--- src/rtl/uart_cal_ctrl.sv ---
// uart_cal_ctrl: parses "A op B =" ASCII expressions from a byte UART, evaluates +,-,*
// on 8-bit unsigned operands and replies with the signed decimal result followed by CR LF.
module uart_cal_ctrl #(
  parameter int unsigned MAX_DIG = 3
) (
  input  logic       clk,
  input  logic       rst,
  input  logic [7:0] rx_data,
  input  logic       rx_valid,
  input  logic       tx_busy,
  output logic [7:0] tx_data,
  output logic       tx_valid,
  output logic       busy
);
  localparam int unsigned CW = $clog2(MAX_DIG + 1);
  localparam logic [7:0] CR = 8'h0d;
  localparam logic [7:0] LF = 8'h0a;

  typedef enum logic [2:0] {OPA, OPB, CALC, CONV, SEND, WAIT_HI, WAIT_LO} state_t;
  typedef enum logic [1:0] {OP_ADD, OP_SUB, OP_MUL} op_t;

  state_t        state, next;
  op_t           op, op_in;
  logic [7:0]    a, b;
  logic [CW-1:0] cnt;
  logic [15:0]   bin, bin_sh, mag;
  logic          neg;
  logic [19:0]   bcd, bcd_adj, bcd_sh;
  logic [3:0]    conv_cnt;
  logic [7:0]    q [8];
  logic [7:0]    q_load [8];
  logic [2:0]    rd, last, last_load, idx;
  logic          last_sent, started;
  logic [3:0]    dig;

  logic          is_digit, is_ws, is_op, is_eq;
  logic [11:0]   acc;
  logic          accept_digit, latch_op, err;

  assign is_digit = (rx_data >= 8'h30) && (rx_data <= 8'h39);
  assign is_ws    = (rx_data == 8'h20) || (rx_data == CR) || (rx_data == LF);
  assign is_op    = (rx_data == 8'h2b) || (rx_data == 8'h2d) || (rx_data == 8'h2a);
  assign is_eq    = (rx_data == 8'h3d);
  assign acc      = {4'd0, (state == OPB) ? b : a} * 12'd10 + {8'd0, rx_data[3:0]};
  assign busy     = (state != OPA) && (state != OPB);

  always_comb begin
    case (rx_data)
      8'h2b:   op_in = OP_ADD;
      8'h2d:   op_in = OP_SUB;
      default: op_in = OP_MUL;
    endcase
  end

  always_comb begin
    case (op)
      OP_ADD:  mag = {8'd0, a} + {8'd0, b};
      OP_SUB:  mag = (a >= b) ? {8'd0, a - b} : {8'd0, b - a};
      default: mag = {8'd0, a} * {8'd0, b};
    endcase
  end

  // One shift-add-3 step; the 16th step's result feeds the reply builder directly.
  always_comb begin
    for (int unsigned i = 0; i < 5; i++) begin
      bcd_adj[4*i +: 4] = (bcd[4*i +: 4] >= 4'd5) ? bcd[4*i +: 4] + 4'd3 : bcd[4*i +: 4];
    end
    bcd_sh = {bcd_adj[18:0], bin[15]};
    bin_sh = {bin[14:0], 1'b0};
  end

  always_comb begin
    for (int unsigned i = 0; i < 8; i++) q_load[i] = '0;
    idx       = '0;
    started   = 1'b0;
    dig       = '0;
    last_load = 3'd2;
    if (state == CONV) begin
      if (neg) begin
        q_load[idx] = 8'h2d;
        idx = idx + 3'd1;
      end
      for (int unsigned i = 0; i < 5; i++) begin
        dig = bcd_sh[4*(4-i) +: 4];
        if ((dig != 4'd0) || started || (i == 4)) begin
          q_load[idx] = {4'h3, dig};
          idx = idx + 3'd1;
          started = 1'b1;
        end
      end
      q_load[idx]        = CR;
      q_load[idx + 3'd1] = LF;
      last_load          = idx + 3'd1;
    end else begin
      q_load[0] = 8'h45;
      q_load[1] = CR;
      q_load[2] = LF;
    end
  end

  always_comb begin
    next         = state;
    accept_digit = 1'b0;
    latch_op     = 1'b0;
    err          = 1'b0;
    case (state)
      OPA, OPB: begin
        if (rx_valid && !is_ws) begin
          if (is_digit) begin
            if ((cnt == CW'(MAX_DIG)) || (acc > 12'd255)) err = 1'b1;
            else accept_digit = 1'b1;
          end else if ((state == OPA) && is_op && (cnt != '0)) begin
            latch_op = 1'b1;
            next     = OPB;
          end else if ((state == OPB) && is_eq && (cnt != '0)) begin
            next = CALC;
          end else begin
            err = 1'b1;
          end
        end
        if (err) next = SEND;
      end
      CALC:    next = CONV;
      CONV:    if (conv_cnt == 4'd15) next = SEND;
      SEND:    if (!tx_busy) next = WAIT_HI;
      WAIT_HI: if (tx_busy) next = WAIT_LO;
      WAIT_LO: if (!tx_busy) next = last_sent ? OPA : SEND;
      default: next = OPA;
    endcase
  end

  always_ff @(posedge clk) begin
    if (rst) begin
      state     <= OPA;
      op        <= OP_ADD;
      a         <= '0;
      b         <= '0;
      cnt       <= '0;
      bin       <= '0;
      neg       <= 1'b0;
      bcd       <= '0;
      conv_cnt  <= '0;
      rd        <= '0;
      last      <= '0;
      last_sent <= 1'b0;
      tx_valid  <= 1'b0;
      tx_data   <= '0;
      for (int unsigned i = 0; i < 8; i++) q[i] <= '0;
    end else begin
      state    <= next;
      tx_valid <= 1'b0;
      case (state)
        OPA, OPB: begin
          if (accept_digit) begin
            if (state == OPA) a <= acc[7:0];
            else b <= acc[7:0];
            cnt <= cnt + CW'(1);
          end
          if (latch_op) begin
            op  <= op_in;
            cnt <= '0;
          end
          if (err) begin
            a         <= '0;
            b         <= '0;
            cnt       <= '0;
            q         <= q_load;
            last      <= last_load;
            rd        <= '0;
            last_sent <= 1'b0;
          end
        end
        CALC: begin
          bin      <= mag;
          neg      <= (op == OP_SUB) && (a < b);
          bcd      <= '0;
          conv_cnt <= '0;
        end
        CONV: begin
          bcd      <= bcd_sh;
          bin      <= bin_sh;
          conv_cnt <= conv_cnt + 4'd1;
          if (conv_cnt == 4'd15) begin
            q         <= q_load;
            last      <= last_load;
            rd        <= '0;
            last_sent <= 1'b0;
          end
        end
        SEND: begin
          if (!tx_busy) begin
            tx_valid  <= 1'b1;
            tx_data   <= q[rd];
            rd        <= rd + 3'd1;
            last_sent <= (rd == last);
          end
        end
        WAIT_LO: begin
          if (!tx_busy && last_sent) begin
            a   <= '0;
            b   <= '0;
            cnt <= '0;
          end
        end
        default: ;
      endcase
    end
  end
endmodule

--- config.mk ---
export PLATFORM = sky130hd
export DESIGN_NAME = uart_cal_ctrl
export DESIGN_NICKNAME = d
export VERILOG_FILES = /design/src/rtl/uart_cal_ctrl.sv
export SDC_FILE = /design/constraint.sdc
export NUM_CORES = 1
export LEC_CHECK = 0
export BUFFER_PORTS_ARGS = -buffer_cell sky130_fd_sc_hd__buf_2
export CAP_MARGIN = 20
export CORE_ASPECT_RATIO = 0.75
export CORE_UTILIZATION = 45
export CTS_CLUSTER_DIAMETER = 150
export CTS_CLUSTER_SIZE = 10
export DETAILED_ROUTE_END_ITERATION = 8
export SKIP_LAST_GASP = 1
export SYNTH_ARGS = -nofsm -noshare
export SYNTH_HDL_FRONTEND = slang
export SYNTH_SLANG_ARGS = --single-unit
--- constraint.sdc ---
create_clock -name clk -period 12.9 [get_ports clk]
set_input_delay 1.935 -clock clk [delete_from_list [all_inputs] [get_ports clk]]
set_output_delay 1.935 -clock clk [all_outputs]
set_load 0.005 [all_outputs]
==> reports/results.tsv, run 1 <==
metric	value	unit
worst_pin_slew	1.12	ns
wl_per_cell	17.8	um
fmax	159	MHz
h-tree-depth	4	
reg2reg_slack	6.62	ns
grt_overflow	0	
syn_avg_cell_area	7.95	um2
hold_viol	0	
antenna_found_initial	0	
synthFlopType	dfxtp_1	
setup_viol	0	
required	13.17	ns
clk_latency	0.43	ns
dpl_cell_area	11100	um2
r2r_cells	21	
core_region_area	23200	um2
cts_hold_buf	0	
crit_path_start	bcd[16]	
synth_cell_types	80	
die_area	24500	um2
mostFrequentLayoutCell	nand2_1	
synth_top_area_cell	dfxtp_1	
async_reset_ff_frac	0	
r2r-start	bcd[16]	
drt_iter0_drc	749	
synth_fp_nets	1502	
grt_max_degree	86	
leakagePower	0.00504	uW
power	1170	uW
rsz0062_at_grt	no	
grt.total_usage	0.248	
vias	9470	
place.gp.congestion	0.926	
start_util	0.462	
ctsResizeCount	0	
fp.dieW	180	um
numCtsBuffers	17	
yosysTopAreaCellShare	0.225	
fin_worst_skew	0.0116	ns
clock_sinks	121	
drv_slew	0	
wirelength	29400	um
layout_common_cells	nand2_1 (156), nor2_1 (142), dfxtp_1 (121)	
numPortBuffers	20	
worstSetupPathType	reg -> reg	
worstPathArrival	6.55	ns
fin_crit_sh	0.487	
end_kind	register	
period_needed	6.28	ns
status	finished clean	
synth_area	10700	um2
power_density	100	nW/um2
synth-edff-count	0	
clockRootBuffer	clkbuf_16	
grt_pass1_wl	48200	um
drcViolationCount	0	
nNetsFinal	1486	
ys_seq_area_frac	0.225	
ir_worst_vdd	0.0846	mV
io_pins	22	
synth-seq-cells	121	
crit_end	q[59]	
area_growth_syn_to_layout	8.53	%
diodes	0	
cts_tree	done	
postCtsSetupRepairBufs	0	
die_y	136	um
ys_top_cells_by_area	dfxtp_1 (23%), ha_1 (11%), fa_1 (7.8%), mux2i_1 (5.5%), nand2_1 (5.4%)	
viasPerCell	5.74	
critPathMaxFanout	15	
dp_hpwl	22400	um
yosysWarnings	0	
fin_setup_tns	0	ns
grt_pass1_vias	8706	
dr.pass1.iters	5	
hp-class	reg -> reg	
netlist_instances	1352	
maxCapViolCount	0	
drive_above_1_share	0.0749	
clkTransAtPathRegs	0.06	ns
start_kind	register	
ant_nets	0	
r2r-end	q[59]	
num_rows	48	
relSlewSlack	0.255	
cts_buffer_depth	2	
fin_area	11700	um2
[cell families (layout without fill, tap and decap cells)]
logic type / count (synthesis) / count (layout) / synth area share
buffers and inverters: 185 / 182 / 0.0655
AO/OA/AOI/OAI: 333 / 333 / 0.202
flip-flops: 121 / 121 / 0.225
multiplexers: 77 / 77 / 0.0832
AND/OR/NAND/NOR: 454 / 454 / 0.197
other: 1 / 1 / 0.000349
XOR/XNOR: 43 / 43 / 0.0364
adder cells (fa/ha/maj): 138 / 138 / 0.190
[flip-flops by register name, indices dropped and copies added, names as in the netlist, 2 cells and up]
name / flops
bcd: 20
op: 2
q: 42
last: 3
rd: 3
tx_data: 7
bin: 16
b: 8
conv_cnt: 4
a: 8
cnt: 2
state: 3
[stage by stage]
stage                util  worst slack (ns)  std cells  hold slack [ns]
finish              0.502              6.62       1649            0.450
global route        0.502              6.09       1649            0.462
CTS                 0.502              6.68       1649            0.450
detailed placement  0.475              6.68       1617            0.442
global placement    0.475              6.87       1617            0.431
floorplan               -              7.69       1352            0.420
[layer usage]
layer | wire, um | vias up | GRT usage | part of all wire
li1 | - | 4700 | - | -
met1 | 15800 | 4439 | 0.395 | 0.54
met2 | 11100 | 307 | 0.332 | 0.38
met3 | 2180 | 24 | 0.0506 | 0.074
met4 | 347 | 0 | 0.0584 | 0.012
met5 | 0 | - | 0 | 0
[power breakdown]
part           internal (uW)  total (uW)  switching, uW
combinational           98.9         248            149
sequential               391         419           27.6
clock                    308         503            195
[Yosys cell counts, types with 8 or more instances]
cell type	count
or3_1	8
xnor2_1	34
inv_1	118
nor2_1	142
mux4_2	9
a31oi_1	17
mux2_2	9
and3_1	13
a21oi_1	83
nand3_1	31
o21ai_0	70
nand2b_1	10
o211ai_1	8
a211oi_1	31
a22oi_1	24
nor3_1	17
and2_1	12
nor2b_1	12
clkbuf_1	56
mux2i_1	59
dfxtp_1	121
o21ai_1	10
nand2_1	156
ha_1	96
a22o_1	14
nand3b_1	11
a21o_1	16
fa_1	42
[how the worst min path moves through the flow]
stage / cells after the start / start / slack [ns] / to
global route: 2 / tx_data[6] / 0.46 / tx_data[6]
global placement: 2 / q[1] / 0.43 / q[1]
floorplan: 2 / q[10] / 0.42 / q[10]
detailed placement: 2 / q[33] / 0.44 / q[33]
CTS: 2 / q[33] / 0.45 / q[33]
finish: 2 / q[33] / 0.45 / q[33]
[final cells by class]
class,instances,area [um2]
Fill cell,2271,11600
Sequential cell,121,2420
Timing Repair Buffer,30,175
Clock buffer,17,425
Multi-Input combinational cell,1046,7630
Clock inverter,15,188
Inverter,120,450
Tap cell,300,375
[critical path, cell delays in order (launching register included)]
cell and delay (ns):
dfxtp_1 0.35, inv_1 0.08, ha_1 0.27, nand2b_1 0.08, a21oi_1 0.26, mux2i_1 0.28, nor4_4 0.79, inv_2 0.20
fa_1 0.66, inv_1 0.24, xnor2_1 0.38, inv_1 0.08, ha_1 0.40, inv_1 0.09, o21ai_0 0.25, ha_1 0.21
xnor2_1 0.12, xnor2_1 0.58, xnor2_2 0.25, o21ai_1 0.14, a2111oi_2 0.33, nor3_1 0.08
Note: power is estimated with default switching activity, not from simulation.
==> run 2: changes to the inputs <==
--- a/config.mk
+++ b/config.mk
@@ -5,6 +5,7 @@
 export SDC_FILE = /design/constraint.sdc
 export NUM_CORES = 1
 export LEC_CHECK = 0
+export ABC_AREA = 1
 export BUFFER_PORTS_ARGS = -buffer_cell sky130_fd_sc_hd__buf_2
 export CAP_MARGIN = 20
 export CORE_ASPECT_RATIO = 0.75
==> constraint.sdc (replaced) <==
create_clock -name clk -period 5.68 [get_ports clk]
set_input_delay 0.852 -clock clk [delete_from_list [all_inputs] [get_ports clk]]
set_output_delay 0.852 -clock clk [all_outputs]
set_load 0.005 [all_outputs]
==> run 2 against run 1 <==
Routed wire length rose by 15%. Sequential power rose to 2.8 times the previous value. Utilization decreased by 0.26 points. Setup slack worse by 5.7 ns. Register-to-register slack worse by 5.7 ns. Clock power is 140% higher. Synthesized area up 8.0%. Synthesized cell count is 29% higher. Largest power group is now combinational cells.
==> reports/results.tsv, run 2 <==
metric	value	unit	change
fillers	2604		+15%
fmax	210	MHz	+32%
nNetsFinal	1883		+27%
grt_max_degree	52		-40%
synth_common_cells	nand2_1 (434), inv_1 (245), nor2_1 (130), a21oi_1 (122), dfxtp_1 (121)		
reg_top3	q (42), bcd (20), bin (16)		
cts_buffer_depth	2		unchanged
postCtsSetupRepairBufs	0		unchanged
fin_worst_skew	0.0105	ns	-0.00108 ns
dp_hpwl	26200	um	+17%
clk_latency	0.43	ns	about the same
numPortBuffers	20		unchanged
critPathBufInv	3		-2
layout_setup_ws	0.914	ns	-5.70 ns
place.gp.congestion	0.930		+0.38%
synthMostInstantiatedCell	nand2_1		
num_rows	50		+4.2%
synth_area	11600	um2	+8.0%
yosysWarnings	0		unchanged
maxCapViolCount	0		unchanged
async_reset_ff_frac	0		unchanged
worstPathArrival	5.06	ns	-1.49 ns
h-tree-depth	4		unchanged
core_region_area	25100	um2	+8.2%
rsz0062_at_grt	no		
syn_avg_cell_area	6.63	um2	-17%
wirelength	33700	um	+15%
r2r-start	a[4]		
hold_start	conv_cnt[3]		
antenna_found_initial	0		unchanged
drcViolationCount	0		unchanged
multi_input_comb_area	7890	um2	+3.4%
layout_common_cells	nand2_1 (434), inv_1 (245), nor2_1 (129)		
netlist_instances	1750		+29%
drt_iter0_drc	922		+23%
setup_viol	0		unchanged
crit_chain	ha_1, inv_1, fa_1, inv_1, fa_1, fa_1, fa_1, ha_1, a21oi_1, o21ai_0, a21oi_1, o21ai_0, nand2_1, inv_1, o21ai_0, nand2_1, or2_2, nand3_1, a31oi_1		
gr-usage-met3	0.0563		+0.00563
end_kind	register		
grt_pass1_wl	55400	um	+15%
required	5.97	ns	-7.20 ns
fin_crit_sh	0.839		+0.352
start_util	0.462		-0.000679
grt_pass1_vias	10300		+19%
period_needed	4.77	ns	-1.52 ns
ys_seq_area_frac	0.209		-0.0168
crit_top_cell	fa_1		
dr.pass1.iters	5		unchanged
mostFrequentLayoutCell	nand2_1		
largest_register_ffs	42		unchanged
worstSetupPathType	reg -> reg		
status	finished clean		
die_area	26500	um2	+7.9%
worst_pin_slew	1.02	ns	-0.0960 ns
regArea	2420	um2	unchanged
ir_worst_vdd	0.270	mV	+220%
busiest_layer	met1		
wl_per_cell	16.2	um	-9.3%
power_density	389	nW/um2	+290%
synth-seq-cells	121		unchanged
dp_slack	0.953	ns	-5.72 ns
grt_overflow	0		unchanged
diodes	0		unchanged
hp-class	reg -> reg		
cts_tree	done		
yosysTopAreaCellShare	0.209		-0.0168
relSlewSlack	0.318		+0.0633
grt.total_usage	0.264		+0.0158
cp_slowest_cell	dfxtp_1		
numCtsBuffers	17		unchanged
use_met1	0.417		+0.0220
fin_setup_tns	0	ns	unchanged
critPathMaxStageDelay	0.58	ns	-0.21 ns
drive_above_1_share	0.0956		+0.0208
synthFlopType	dfxtp_1		
ctsResizeCount	0		unchanged
fp.dieW	187	um	+3.9%
regMostFlops	q		
viasPerCell	5.37		-6.4%
synth_top_area_cell	dfxtp_1		
synth_cell_types	61		-24%
synth-edff-count	0		unchanged
area_growth_syn_to_layout	8.14	%	
ys_top_cells_by_area	dfxtp_1 (21%), nand2_1 (14%), ha_1 (10%), inv_1 (7.9%), fa_1 (7.2%)		
clockRootBuffer	clkbuf_16		
io_pins	22		unchanged
hold_viol	0		unchanged
leakagePower	0.00623	uW	+24%
clock_sinks	121		unchanged
synth_fp_nets	1900		+26%
start_kind	register		
critPathMaxFanout	11		-4
clkTransAtPathRegs	0.07	ns	about the same
ant_nets	0		unchanged
vias	11200		+18%
use_met2	0.361		+0.0296
cts_hold_buf	0		unchanged
crit_path_start	a[4]		
drv_slew	0		unchanged
die_y	141	um	+3.9%
cp_top_family	adder cells		
[run 2: final cells by class]
| class | count | share of cell area |
|---|---|---|
| clock inverters | 12 | 0.0150 |
| flip-flops and latches | 121 | 0.193 |
| well taps | 338 | 0.0337 |
| inverters | 269 | 0.0806 |
| multi-input cells | 1294 | 0.628 |
| clock buffers | 20 | 0.0356 |
| repair buffers | 30 | 0.0140 |
[run 2: cell families (layout without fill, tap and decap cells)]
group           Yosys count  after routing  share of synthesized area
compound gates          320            320                      0.161
other cells               1              1                   0.000323
simple gates            813            813                      0.324
buf+inv                 335            331                      0.113
xor+xnor                 20             20                     0.0157
fa+ha+maj               138            138                      0.176
flops                   121            121                      0.209
mux                       2              2                    0.00172
[run 2: where the power goes]
part / internal, uW / total, uW / switching, uW
combinational: 841 / 2530 / 1690
sequential: 971 / 1160 / 187
clock: 752 / 1190 / 440
total: 2560 / 4880 / 2320
[run 2: layer usage]
layer / routed length, um / share of wire
met5: 0 / 0
met4: 208 / 0.0062
met3: 2580 / 0.077
met2: 12800 / 0.38
met1: 18000 / 0.54
[run 2: path summary, 6_finish.rpt]
path	end	slack [ns]	cells past startpoint
worst max register to register	bin[15]	0.91	19
worst max-delay path	bin[15]	0.91	19
worst min register to register	conv_cnt[3]	0.46	2
worst min-delay path	conv_cnt[3]	0.46	2
[run 2: through the flow]
stage               power (uW)  cell area, um2  std cells  utilization  hold slack, ns
finish                    4880           12600       2084        0.499           0.464
detailed placement        3650           11900       2052        0.474           0.453
global route              5310           12600       2084        0.499           0.477
global placement          3660           11900       2052        0.474           0.448
floorplan                 3060           11600       1750            -           0.436
CTS                       4870           12600       2084        0.499           0.463
[run 2: worst register-to-register path: cells and delay by family, from the launching register on]
family,cells,cell delay (ns)
adder cells (fa/ha/maj),6,2.56
AND/OR/NAND/NOR,4,0.50
buffers and inverters,3,0.18
AO/OA/AOI/OAI,6,0.81
flip-flops,1,0.58
==> run 3: changes to the inputs <==
==> constraint.sdc (replaced) <==
create_clock -name clk -period 4.95 [get_ports clk]
set_input_delay 0.7425 -clock clk [delete_from_list [all_inputs] [get_ports clk]]
set_output_delay 0.7425 -clock clk [all_outputs]
set_load 0.005 [all_outputs]
==> run 3 against run 2 <==
Via count increased by 0.18%. Total power increased by 15%. Clock power increased by 8%. Die area unchanged. Cell count increased by 0.62%. Maximum frequency increased by 4.0%. Clock skew increased by 0.0024 ns. Routed wire length decreased by 1.0%. Design area increased by 0.83%. Highest routed layer unchanged.
==> reports/results.tsv, run 3 (synthesized netlist as in run 2, its figures left out) <==
metric	value	unit	change
worst_pin_slew	0.929	ns	-0.0924 ns
relSlewSlack	0.381		+0.0623
layout_common_cells	nand2_1 (434), inv_1 (245), nor2_1 (129)		
use_met1	0.416		-0.000604
p_sw_frac	0.480		+0.00533
p_int	2930	uW	+14%
leakagePower	0.00628	uW	+0.87%
hold_start	tx_data[1]		
multi_input_comb_area	7890	um2	about the same
setup_viol	0		unchanged
critPathMaxFanout	33		+22
clockRootBuffer	clkbuf_16		
required	5.20	ns	-0.77 ns
start_util	0.462		unchanged
hp-class	reg -> reg		
use_met2	0.353		-0.00783
rsz0062_at_grt	no		
grt_max_degree	80		+54%
antenna_found_initial	0		unchanged
numCtsBuffers	17		unchanged
wirelength	33300	um	-1.0%
start_kind	register		
hold_viol	0		unchanged
diodes	0		unchanged
postCtsSetupRepairBufs	0		unchanged
maxCapViolCount	0		unchanged
wl_per_cell	15.9	um	-1.6%
fmax	218	MHz	+4.0%
cts_tree	done		
end_kind	register		
fp.dieW	187	um	unchanged
h-tree-depth	4		unchanged
vias	11200		+0.18%
drcViolationCount	0		unchanged
grt_pass1_wl	55700	um	+0.47%
gr-usage-met3	0.0607		+0.00448
power_density	445	nW/um2	+14%
grt_pass1_vias	10400		+0.74%
area_growth_syn_to_layout	9.03	%	
ant_nets	0		unchanged
worstSetupPathType	reg -> reg		
nNetsFinal	1896		+0.69%
fillers	2597		-0.27%
fin_worst_skew	0.0129	ns	+0.00238 ns
cts_hold_buf	0		unchanged
switching_power	2700	uW	+17%
fin_setup_tns	0	ns	unchanged
status	finished clean		
final_util	0.503		+0.00413
drive_above_1_share	0.106		+0.0107
numPortBuffers	20		unchanged
grt.total_usage	0.264		-0.000577
io_pins	22		unchanged
num_rows	50		unchanged
r2r-start	state[1]		
fin_crit_sh	0.926		+0.0871
regArea	2430	um2	+0.21%
clock_sinks	121		unchanged
mostFrequentLayoutCell	nand2_1		
crit_path_start	state[1]		
p_clk_frac	0.230		-0.014
grt_overflow	0		unchanged
drt_iter0_drc	1134		+23%
die_y	141	um	unchanged
period_needed	4.58	ns	-0.182 ns
busiest_layer	met1		
regMostFlops	q		
clkTransAtPathRegs	0.07	ns	about the same
power_frac_comb	0.542		+0.024
viasPerCell	5.35		-0.44%
largest_register_ffs	42		unchanged
clk_latency	0.44	ns	about the same
dr.pass1.iters	6		+1
core_region_area	25100	um2	unchanged
drv_slew	0		unchanged
ir_worst_vdd	0.236	mV	-12%
reg_top3	q (42), bcd (20), bin (16)		
worstPathArrival	4.84	ns	-0.22 ns
seqPwrFrac	0.228		-0.009
place.gp.congestion	0.923		-0.68%
ctsResizeCount	0		unchanged
dp_hpwl	25600	um	-2.5%
die_area	26500	um2	unchanged
cts_buffer_depth	2		unchanged
[run 3: cell types whose count changed in the layout (fill, tap and decap cells not counted), sizes merged]
cell / previous run / this run
clkinv: 10 / 5
clkinvlp: 1 / 5
buf: 30 / 43
clkbuf: 20 / 18
bufinv: 4 / 2
inv: 266 / 271
[run 3: final timing paths]
path / cells after the start / slack [ns] / to
setup / recovery: 18 / 0.37 / q[32]
hold / removal: 2 / 0.46 / tx_data[1]
setup reg to reg: 18 / 0.37 / q[32]
hold reg to reg: 2 / 0.46 / tx_data[1]
[run 3: worst max-delay path, cell delays in order, from the launching register on]
cell	delay [ns]
dfxtp_1	0.35
inv_1	0.16
nand3_2	0.36
o21ai_0	0.61
ha_1	0.25
ha_1	0.17
inv_1	0.06
fa_1	0.41
xnor2_1	0.38
nand3_1	0.19
o221ai_1	0.29
nor2_1	0.09
nor2_1	0.20
nand2_2	0.21
nand2_1	0.23
inv_2	0.10
buf_12	0.18
nand2_1	0.07
a21oi_1	0.08
[run 3: power groups by stage]
stage | Clock, uW | Sequential (uW) | Combinational (uW)
after global placement | 0 | 1300 | 2970
after global routing | 1360 | 1310 | 3480
after detailed placement | 0 | 1300 | 2970
after floorplan | 0 | 1210 | 2300
final | 1290 | 1290 | 3050
after CTS | 1300 | 1280 | 3000
[run 3: through the flow]
step / total power [uW] / cells / hold WS (ns) / setup WS, ns / cell area [um2]
3_3_place_gp: 4270 / 2064 / 0.447 / 0.312 / 12000
5_1_grt: 6140 / 2097 / 0.481 / 0.0000258 / 12700
6_report: 5630 / 2097 / 0.462 / 0.366 / 12700
4_1_cts: 5580 / 2096 / 0.462 / 0.231 / 12600
2_1_floorplan: 3510 / 1750 / 0.436 / 0.481 / 11600
3_5_place_dp: 4270 / 2064 / 0.453 / 0.260 / 12000
[run 3: per-layer routing]
metal | wire (um) | up-vias
li1 | - | 5685
met1 | 17800 | 5149
met2 | 12700 | 363
met3 | 2590 | 21
met4 | 235 | 0
met5 | 0 | -
[run 3: final cells by class]
type | instances | area share
Tap cell | 338 | 0.0334
Clock inverter | 14 | 0.0127
Timing Repair Buffer | 43 | 0.0241
Clock buffer | 18 | 0.0347
Sequential cell | 121 | 0.192
Inverter | 269 | 0.0800
Multi-Input combinational cell | 1294 | 0.623
